File: src/rtl/dm_arbiter_pkg.sv
// Shared definitions for the dm_1k front-end arbiter: access sizes, FSM states,
// port ownership and the misalignment rule.
package dm_arbiter_pkg;

  localparam logic DM_BYTE = 1'b0;
  localparam logic DM_WORD = 1'b1;

  typedef enum logic [1:0] {
    ST_IDLE   = 2'd0,
    ST_ACCESS = 2'd1,
    ST_RESP   = 2'd2
  } dm_state_e;

  typedef enum logic {
    OWN_M0 = 1'b0,
    OWN_M1 = 1'b1
  } dm_owner_e;

  // Word accesses must be 4-byte aligned; byte accesses are legal anywhere.
  function automatic logic dm_misaligned(input logic sel, input logic [1:0] lsb);
    return (sel == DM_WORD) && (lsb != 2'b00);
  endfunction

endpackage

File: src/rtl/dm_arbiter_rr_pick.sv
// Two-way grant picker: round-robin against last_grant, or fixed priority to m0.
module dm_rr_pick
  import dm_arbiter_pkg::*;
#(
  parameter int PRIO_MODE = 0
) (
  input  logic      req0,
  input  logic      req1,
  input  dm_owner_e last_grant,
  output logic      gnt_valid,
  output dm_owner_e gnt
);

  always_comb begin
    gnt_valid = req0 | req1;
    gnt       = OWN_M0;
    if (PRIO_MODE != 0) begin
      gnt = req0 ? OWN_M0 : OWN_M1;
    end else if (req0 && req1) begin
      gnt = (last_grant == OWN_M0) ? OWN_M1 : OWN_M0;
    end else begin
      gnt = req0 ? OWN_M0 : OWN_M1;
    end
  end

endmodule

File: src/rtl/dm_arbiter.sv
// Arbitrates CPU (m0) and loader (m1) onto the single dm_1k port, filters
// misaligned word accesses and returns a registered one-cycle response.
//
// state     | meaning
// ST_IDLE   | waiting for a request; picks a winner and latches its fields
// ST_ACCESS | memory port driven for one cycle; write commits at its end
// ST_RESP   | ack/err/rdata presented to the owner for one cycle
module dm_arbiter
  import dm_arbiter_pkg::*;
#(
  parameter int PRIO_MODE = 0,
  parameter int ADDR_W    = 10,
  parameter int DATA_W    = 32
) (
  input  logic              clk,
  input  logic              rst_n,
  input  logic              m0_req,
  input  logic [ADDR_W-1:0] m0_addr,
  input  logic [DATA_W-1:0] m0_wdata,
  input  logic              m0_we,
  input  logic              m0_sel,
  output logic              m0_ack,
  output logic [DATA_W-1:0] m0_rdata,
  output logic              m0_err,
  input  logic              m1_req,
  input  logic [ADDR_W-1:0] m1_addr,
  input  logic [DATA_W-1:0] m1_wdata,
  input  logic              m1_we,
  input  logic              m1_sel,
  output logic              m1_ack,
  output logic [DATA_W-1:0] m1_rdata,
  output logic              m1_err,
  output logic [ADDR_W-1:0] dm_addr,
  output logic [DATA_W-1:0] dm_din,
  output logic              dm_WriteEn,
  output logic              dm_sel,
  input  logic [DATA_W-1:0] dm_dout
);

  dm_state_e         state;
  dm_owner_e         owner;
  dm_owner_e         last_grant;
  dm_owner_e         gnt;
  logic              gnt_valid;
  logic              lat_we;
  logic [ADDR_W-1:0] gnt_addr;
  logic [DATA_W-1:0] gnt_wdata;
  logic              gnt_we;
  logic              gnt_sel;
  logic              gnt_err;

  dm_rr_pick #(.PRIO_MODE(PRIO_MODE)) u_pick (
    .req0       (m0_req),
    .req1       (m1_req),
    .last_grant (last_grant),
    .gnt_valid  (gnt_valid),
    .gnt        (gnt)
  );

  assign gnt_addr  = (gnt == OWN_M1) ? m1_addr  : m0_addr;
  assign gnt_wdata = (gnt == OWN_M1) ? m1_wdata : m0_wdata;
  assign gnt_we    = (gnt == OWN_M1) ? m1_we    : m0_we;
  assign gnt_sel   = (gnt == OWN_M1) ? m1_sel   : m0_sel;
  assign gnt_err   = dm_misaligned(gnt_sel, gnt_addr[1:0]);

  // Decoded from state so an async reset removes the strobe immediately.
  assign dm_WriteEn = lat_we & (state == ST_ACCESS);

  always_ff @(posedge clk or negedge rst_n) begin
    if (!rst_n) begin
      state      <= ST_IDLE;
      owner      <= OWN_M0;
      last_grant <= OWN_M1;
      lat_we     <= 1'b0;
      dm_addr    <= '0;
      dm_din     <= '0;
      dm_sel     <= 1'b0;
      m0_ack     <= 1'b0;
      m0_err     <= 1'b0;
      m0_rdata   <= '0;
      m1_ack     <= 1'b0;
      m1_err     <= 1'b0;
      m1_rdata   <= '0;
    end else begin
      m0_ack   <= 1'b0;
      m0_err   <= 1'b0;
      m0_rdata <= '0;
      m1_ack   <= 1'b0;
      m1_err   <= 1'b0;
      m1_rdata <= '0;
      case (state)
        ST_IDLE: begin
          if (gnt_valid) begin
            owner      <= gnt;
            last_grant <= gnt;
            lat_we     <= gnt_we;
            if (gnt_err) begin
              state <= ST_RESP;
              if (gnt == OWN_M0) begin
                m0_ack <= 1'b1;
                m0_err <= 1'b1;
              end else begin
                m1_ack <= 1'b1;
                m1_err <= 1'b1;
              end
            end else begin
              // The memory-side fields double as the latched request, so they
              // only move on accesses that actually reach dm_1k.
              dm_addr <= gnt_addr;
              dm_din  <= gnt_wdata;
              dm_sel  <= gnt_sel;
              state   <= ST_ACCESS;
            end
          end
        end
        ST_ACCESS: begin
          state <= ST_RESP;
          if (owner == OWN_M0) begin
            m0_ack   <= 1'b1;
            m0_rdata <= dm_dout;
          end else begin
            m1_ack   <= 1'b1;
            m1_rdata <= dm_dout;
          end
        end
        ST_RESP: state <= ST_IDLE;
        default: state <= ST_IDLE;
      endcase
    end
  end

endmodule
File: config.mk
export PLATFORM = sky130hd
export DESIGN_NAME = dm_arbiter
export DESIGN_NICKNAME = d
export VERILOG_FILES = /design/src/rtl/dm_arbiter_pkg.sv /design/src/rtl/dm_arbiter_rr_pick.sv /design/src/rtl/dm_arbiter.sv
export SDC_FILE = /design/constraint.sdc
export NUM_CORES = 1
export LEC_CHECK = 0
export ABC_AREA = 1
export CAP_MARGIN = 20
export CORE_MARGIN = 4
export CORE_UTILIZATION = 33
export DETAILED_ROUTE_END_ITERATION = 16
export PLACE_DENSITY = 0.68
export SETUP_SLACK_MARGIN = 0.02
export SLEW_MARGIN = 20
export SYNTH_ARGS = -nofsm -noshare
export SYNTH_HDL_FRONTEND = slang
export SYNTH_HIERARCHICAL = 1
export SYNTH_SLANG_ARGS = --single-unit
File: constraint.sdc
create_clock -name clk -period 2.4 [get_ports clk]
set_input_delay 0.48 -clock clk [delete_from_list [all_inputs] [get_ports clk]]
set_output_delay 0.48 -clock clk [all_outputs]
set_load 0.02 [all_outputs]
==> flow_summary.ini <==
[status]
status = finished, final reports clean

[floorplanning]
die_x_um = 128.1
dieHeight_um = 128.1
coreArea_um2 = 13990
die-area_um2 = 16420
rows = 43
io_pins = 236
start_util_pct = 34.04

[yosys]
ys_warn_count = 6
synth_top_area_share_pct = 60.43
syn_avg_cell_area_um2 = 8.868
syn_inst = 537
syn_nets = 661
synth_cell_types = 22
syn_area_um2 = 4762
ys_ff_latch = 116
yosys.area.top_type = dfrtp_1
synthTopCellsByArea = dfrtp_1 60%, nand2_1 17%, nor2_1 5.4%
ys_seq_area_share_pct = 60.98

[worst_setup_path]
cp_data_arrival_time_ns = 1.42
worstRegToRegCells = 11
end_kind = primary output
rrSetupSlack_ns = 0.55
reg2reg_from = last_grant$_DFFE_PN1P_
cp_data_required_time_ns = 1.92
start_kind = register
path_max_fanout = 3
r2r_end = dm_din[24]$_DFFE_PN0P_
critPathKind = reg2out

[final_layout]
syn_to_final_growth_pct = 67.26
drive_above_1_share_pct = 9.241
fillers = 1240
diodes = 0
fin_cells = 970
multi_input_area_um2 = 1498
ff_latch_area_um2 = 2904
fin_nets = 901
final_util_pct = 56.94

[timing]
rsz0062_at_grt = false
tightest_slew_ns = 0.3974
worst_slack_ns = 0.4959
fmax_ghz = 0.5252
clock-skew-final_ns = 0.01284
relSlewSlack_pct = 73.51
final_hold_viol_count = 0
tns_ns = 0
whs_ns = 0.4688
final-setup-viol-count = 0
finalCriticalPeriod_ns = 1.904
finalCritPeriodShare_pct = 79.34
maxSlewViolCount = 0

[global_route]
antenna_found_initial = 0
grt_use_total_pct = 17.10
grt_max_degree = 68
grt_pass1_vias = 4427
grt_pass1_wl_mm = 22.09
overflow = 0

[placement]
routabilityCongestion = 0.8589
place_inst = 937
place_hpwl_mm = 10.67
port_buffers = 235
dp_slack_ns = 0.1425

[run]
maxCapViolations = 0

[power_and_ir_drop]
irDropWorstVdd_mv = 0.5244
p_clk_share_pct = 31.3
swShare_pct = 34.36
p_per_area_nw_per_um2 = 1113
combinationalPowerShare_pct = 37.3
leakagePower_uw = 0.004027
p_switching_uw = 3047
seqPwrFrac_pct = 31.4
p_int_uw = 5820

[clock_tree]
clock_latency_ns = 0.40
cts_buffer_depth = 2
clk_pin_slew_worst_paths_ns = 0.06
clock_sinks = 116
root_buffer = clkbuf_16
cts_made_buffers = 17
htree_num_levels = 4
cts_tree = done
cts_setup_buffers = 0

[hold_path]
whs_endpoint = dm_din[8]$_DFFE_PN0P_
min_path_type = reg2reg
min_path_cells = 2
min_from = dm_din[8]$_DFFE_PN0P_

[drt]
wirelength_mm = 13.94
ant_nets = 0
first_pass_iters = 4
avgRoutedWirePerCell_um = 14.37
vias = 4255
drc = 0
drt_iter0_drc = 221
via_per_inst = 4.387
==> power groups by stage <==
stage                     combinational [uW]  clock, uW  sequential [uW]
after global placement                  3290          0             2810
final                                   3310       2770             2790
after CTS                               3360       2840             2800
after floorplan                         1120          0             3410
after detailed placement                3360          0             2810
after global routing                    3600       2930             2850
==> critical path, stage by stage, from the launching register on <==
cell and delay (ns):
dfrtp_1 0.38, inv_1 0.05, nor2_1 0.18, inv_1 0.09
nor2_1 0.09, dlymetal6s2s_1 0.25
==> area by class of cell <==
type	instances	share of cell area (%)
Multi-Input combinational cell	346	18.80
Clock buffer	18	5.388
Timing Repair Buffer	250	31.45
Clock inverter	14	2.843
Tap cell	180	2.828
Inverter	46	2.231
Sequential cell	116	36.46
==> per-layer routing <==
metal / track usage, % / wire length (um) / up-vias
met1: 20.87 / 5661 / 1964
met4: 4.931 / 115 / 0
met5: 0 / 0 / -
li1: - / - / 2089
met3: 6.750 / 1503 / 10
met2: 28.10 / 6658 / 192
==> flip-flops by register name (all words and copies together) (netlist names), 2 cells and up <==
register / count
m0_rdata: 32
m1_rdata: 32
dm_din: 32
state: 2
dm_addr: 10
==> kinds of logic after synthesis <==
| kind of cell | count (synthesis) | synth area share [%] |
|---|---|---|
| DFF | 116 | 60.98 |
| and+or+nand+nor | 340 | 30.66 |
| buffers and inverters | 75 | 7.619 |
| AOI/OAI and AO/OA | 6 | 0.7356 |
==> metrics by stage <==
step                power [uW]  area [um2]
global route              9373        7965
finish                    8867        7965
detailed placement        6167        7297
CTS                       8993        7963
floorplan                 4521        4762
global placement          6099        7297
==> Yosys cell counts <==
master	instances
nor2_1	68
nand2_4	2
dfstp_2	1
dfrtp_1	115
buf_4	5
o211ai_1	1
nor2_4	1
buf_12	2
clkbuf_1	15
nand2_2	1
o21ai_1	1
o21ai_0	3
inv_6	1
nand3_1	25
nand3_2	20
o21a_1	1
or2_1	1
inv_1	45
buf_2	5
buf_6	1
buf_8	1
nand2_1	222
==> layout by cell type, fill, tap and decap left out, types with 2 or more instances in the layout <==
cell	instances
buf_12	3
buf_4	12
bufinv_16	5
clkbuf_16	17
clkdlybuf4s50_1	233
clkinv_4	5
dfrtp_1	115
inv_1	45
inv_6	2
nand2_1	221
nand2_2	2
nand2_4	2
nand3_1	25
nand3_2	20
nor2_1	68
o21ai_0	3
==> worst max-delay path by stage <==
stage | slack [ns] | cells after the start | startpoint | end
after detailed placement | 0.14 | 12 | m1_req | dm_din[12]$_DFFE_PN0P_
after global placement | 0.24 | 12 | m1_req | dm_din[21]$_DFFE_PN0P_
after CTS | 0.08 | 5 | state[0]$_DFFE_PN0P_ | dm_WriteEn
after global routing | 0.37 | 11 | last_grant$_DFFE_PN1P_ | dm_din[24]$_DFFE_PN0P_
final | 0.50 | 5 | state[0]$_DFFE_PN0P_ | dm_WriteEn
after floorplan | 0.86 | 13 | last_grant$_DFFE_PN1P_ | dm_din[21]$_DFFE_PN0P_
==> what timing repair did <==
action | 4_1_cts | 5_1_grt
endpoints found under the hold margin | 18 | 0
resized for setup | 0 | 1
hold buffers | 1 | 0
setup endpoints to repair | 0 | 1
Power figures use the tool's default switching activity.
==> RTL edit (config.mk and constraints unchanged) <==
The parameter `DATA_W` goes from 32 to 64.
--- a/src/rtl/dm_arbiter.sv
+++ b/src/rtl/dm_arbiter.sv
@@ -10,7 +10,7 @@
 #(
   parameter int PRIO_MODE = 0,
   parameter int ADDR_W    = 10,
-  parameter int DATA_W    = 32
+  parameter int DATA_W    = 64
 ) (
   input  logic              clk,
   input  logic              rst_n,
Ports: changed (6 resized); port bits go from 236 to 428. The function was not compared with the original's and may differ.
==> RTL edit against the unedited design <==
Sequential power grew 78%; cell area is 71% higher; utilization down 1.2 points; fmax decreased by 13%; register-to-register slack gained 0.03 ns; global-route usage up 2.2 points; power up 57%; synthesized area grew 72%; routed wire length grew 97%; clock skew shrank 0.0019 ns; count of clock-buffer cells in the layout rose by 12; largest cell class unchanged; sequential cell count increased by 96; largest power group unchanged; setup slack got worse by 0.29 ns.
==> RTL edit: results (changes against the unedited design) <==
The tools report the sequential area share after synthesis as 0.646 (was 0.610). The logs give 1 (was 4) for the deepest level of the CTS H-tree and 6.92 nW (was 4.03 nW) for the static leakage power. Signal arrival time at the worst endpoint: 1.71 ns (was 1.42 ns). The run gives 2,231 (was 1,240) as the filler cell count. The logs give 22 (was 17) for the TritonCTS buffer count and 0.193 (was 0.171) for the global-route usage over all layers. The cell class contributing the biggest share of worst-path delay was buffers and inverters (unchanged). For the violation count after the first detailed-routing iteration, the log shows 392 (was 221). The clock latency reported for the late side of the worst-skew pair is 0.49 ns (was 0.40 ns), and the buffer depth of the longest clock path is 3 (was 2).

The run gives 42,400 um (was 22,100 um) as the first-pass GRT wire length. The complex-gate fraction of the synthesized area came out at 0.00427 (was 0.00736). For the count of nets after finishing, the log shows 1,582 (was 901). Cell area after placement: 0.0129 sq mm (was 0.00730 sq mm). The largest net degree at the start of global routing came out at 74 (was 68).

Post-synth top cells: 384 x nand2_1, 211 x dfrtp_1, 133 x nor2_1 (was 222 x nand2_1, 115 x dfrtp_1, 68 x nor2_1). The last weighted congestion value of the routability-driven placer is 0.805 (was 0.859). Top cells by area, synth: dfrtp_1 64%, nand2_1 18%, nor2_1 6.1%, nand3_1 4.7%, inv_1 3.5% (was dfrtp_1 60%, nand2_1 17%, nor2_1 5.4%, nand3_2 4.2%, inv_1 3.5%). The number of I/O port buffers was 427 (was 235); the mean routed wirelength per cell was 16.2 um (was 14.4 um). The worst IR drop on VDD is 589 uV (was 524 uV), and the slew at the pin closest to its max-slew limit is 0.598 ns (was 0.397 ns). The maximum clock skew at final layout was 0.0110 ns (was 0.0128 ns).

The number of optimization iterations in the first detailed-route pass is 5 (was 4). Registers with the most flip-flops: dm_din (64), m0_rdata (64), m1_rdata (64) (was dm_din (32), m0_rdata (32), m1_rdata (32)). The tools report the number of different library cells in the post-synthesis netlist as 16 (was 22). The flow ran to the end, and the final reports show no timing, DRC or antenna violations. The share of cells above drive strength 1 is 0.0436 (was 0.0924).
[RTL edit: cell families (layout without fill, tap and decap cells)]
kind of cell,after synthesis,after routing
AND/OR/NAND/NOR,596,596
buffers and inverters,133,562
flip-flops,212,212
AO/OA/AOI/OAI,6,6
other,0,1
[RTL edit: what timing repair did]
action                                  CTS  global route
endpoints found under the setup margin    1             0
hold buffers                              1             0
gates resized for setup                   1             0
setup buffers                             0             0
endpoints found under the hold margin    67             0
[RTL edit: final timing paths]
| path | from | endpoint | slack, ns |
|---|---|---|---|
| max | state[0] | dm_WriteEn | 0.21 |
| max in group asynchronous | rst_n | m0_rdata[13] | 1.12 |
| min reg2reg | dm_din[36] | dm_din[36] | 0.47 |
| max reg2reg | last_grant | dm_din[9] | 0.58 |
| min in group asynchronous | rst_n | dm_din[5] | 0.51 |
| min | dm_din[36] | dm_din[36] | 0.47 |
[RTL edit: area by class of cell]
type	count	area (sq um)	area share
clock buffers	30	622	0.0457
multi-input cells	602	2390	0.176
flip-flops and latches	212	5310	0.390
well taps	324	405	0.0298
diodes	1	2.50	0.000184
inverters	78	293	0.0215
clock inverters	8	42.5	0.00313
repair buffers	446	4540	0.334
[RTL edit: per-layer routing]
metal	wire, um	GRT usage
met1	10500	0.225
met2	13700	0.340
met3	2730	0.0707
met4	611	0.0481
met5	0	0
[RTL edit: through the flow]
stage	hold slack (ns)	util	worst slack [ns]	cells	power, mW
global route	0.482	0.558	0.121	1701	14.8
floorplan	0.184	-	0.725	947	7.77
CTS	0.472	0.557	0.174	1700	14.1
global placement	0.453	0.530	0.238	1661	10.8
finish	0.466	0.558	0.209	1701	13.9
detailed placement	0.457	0.530	0.195	1661	10.9
[RTL edit: where the power goes]
part	switching [mW]	internal (mW)
clock network	1.33	1.81
registers	0.432	4.53
logic	3.30	2.50
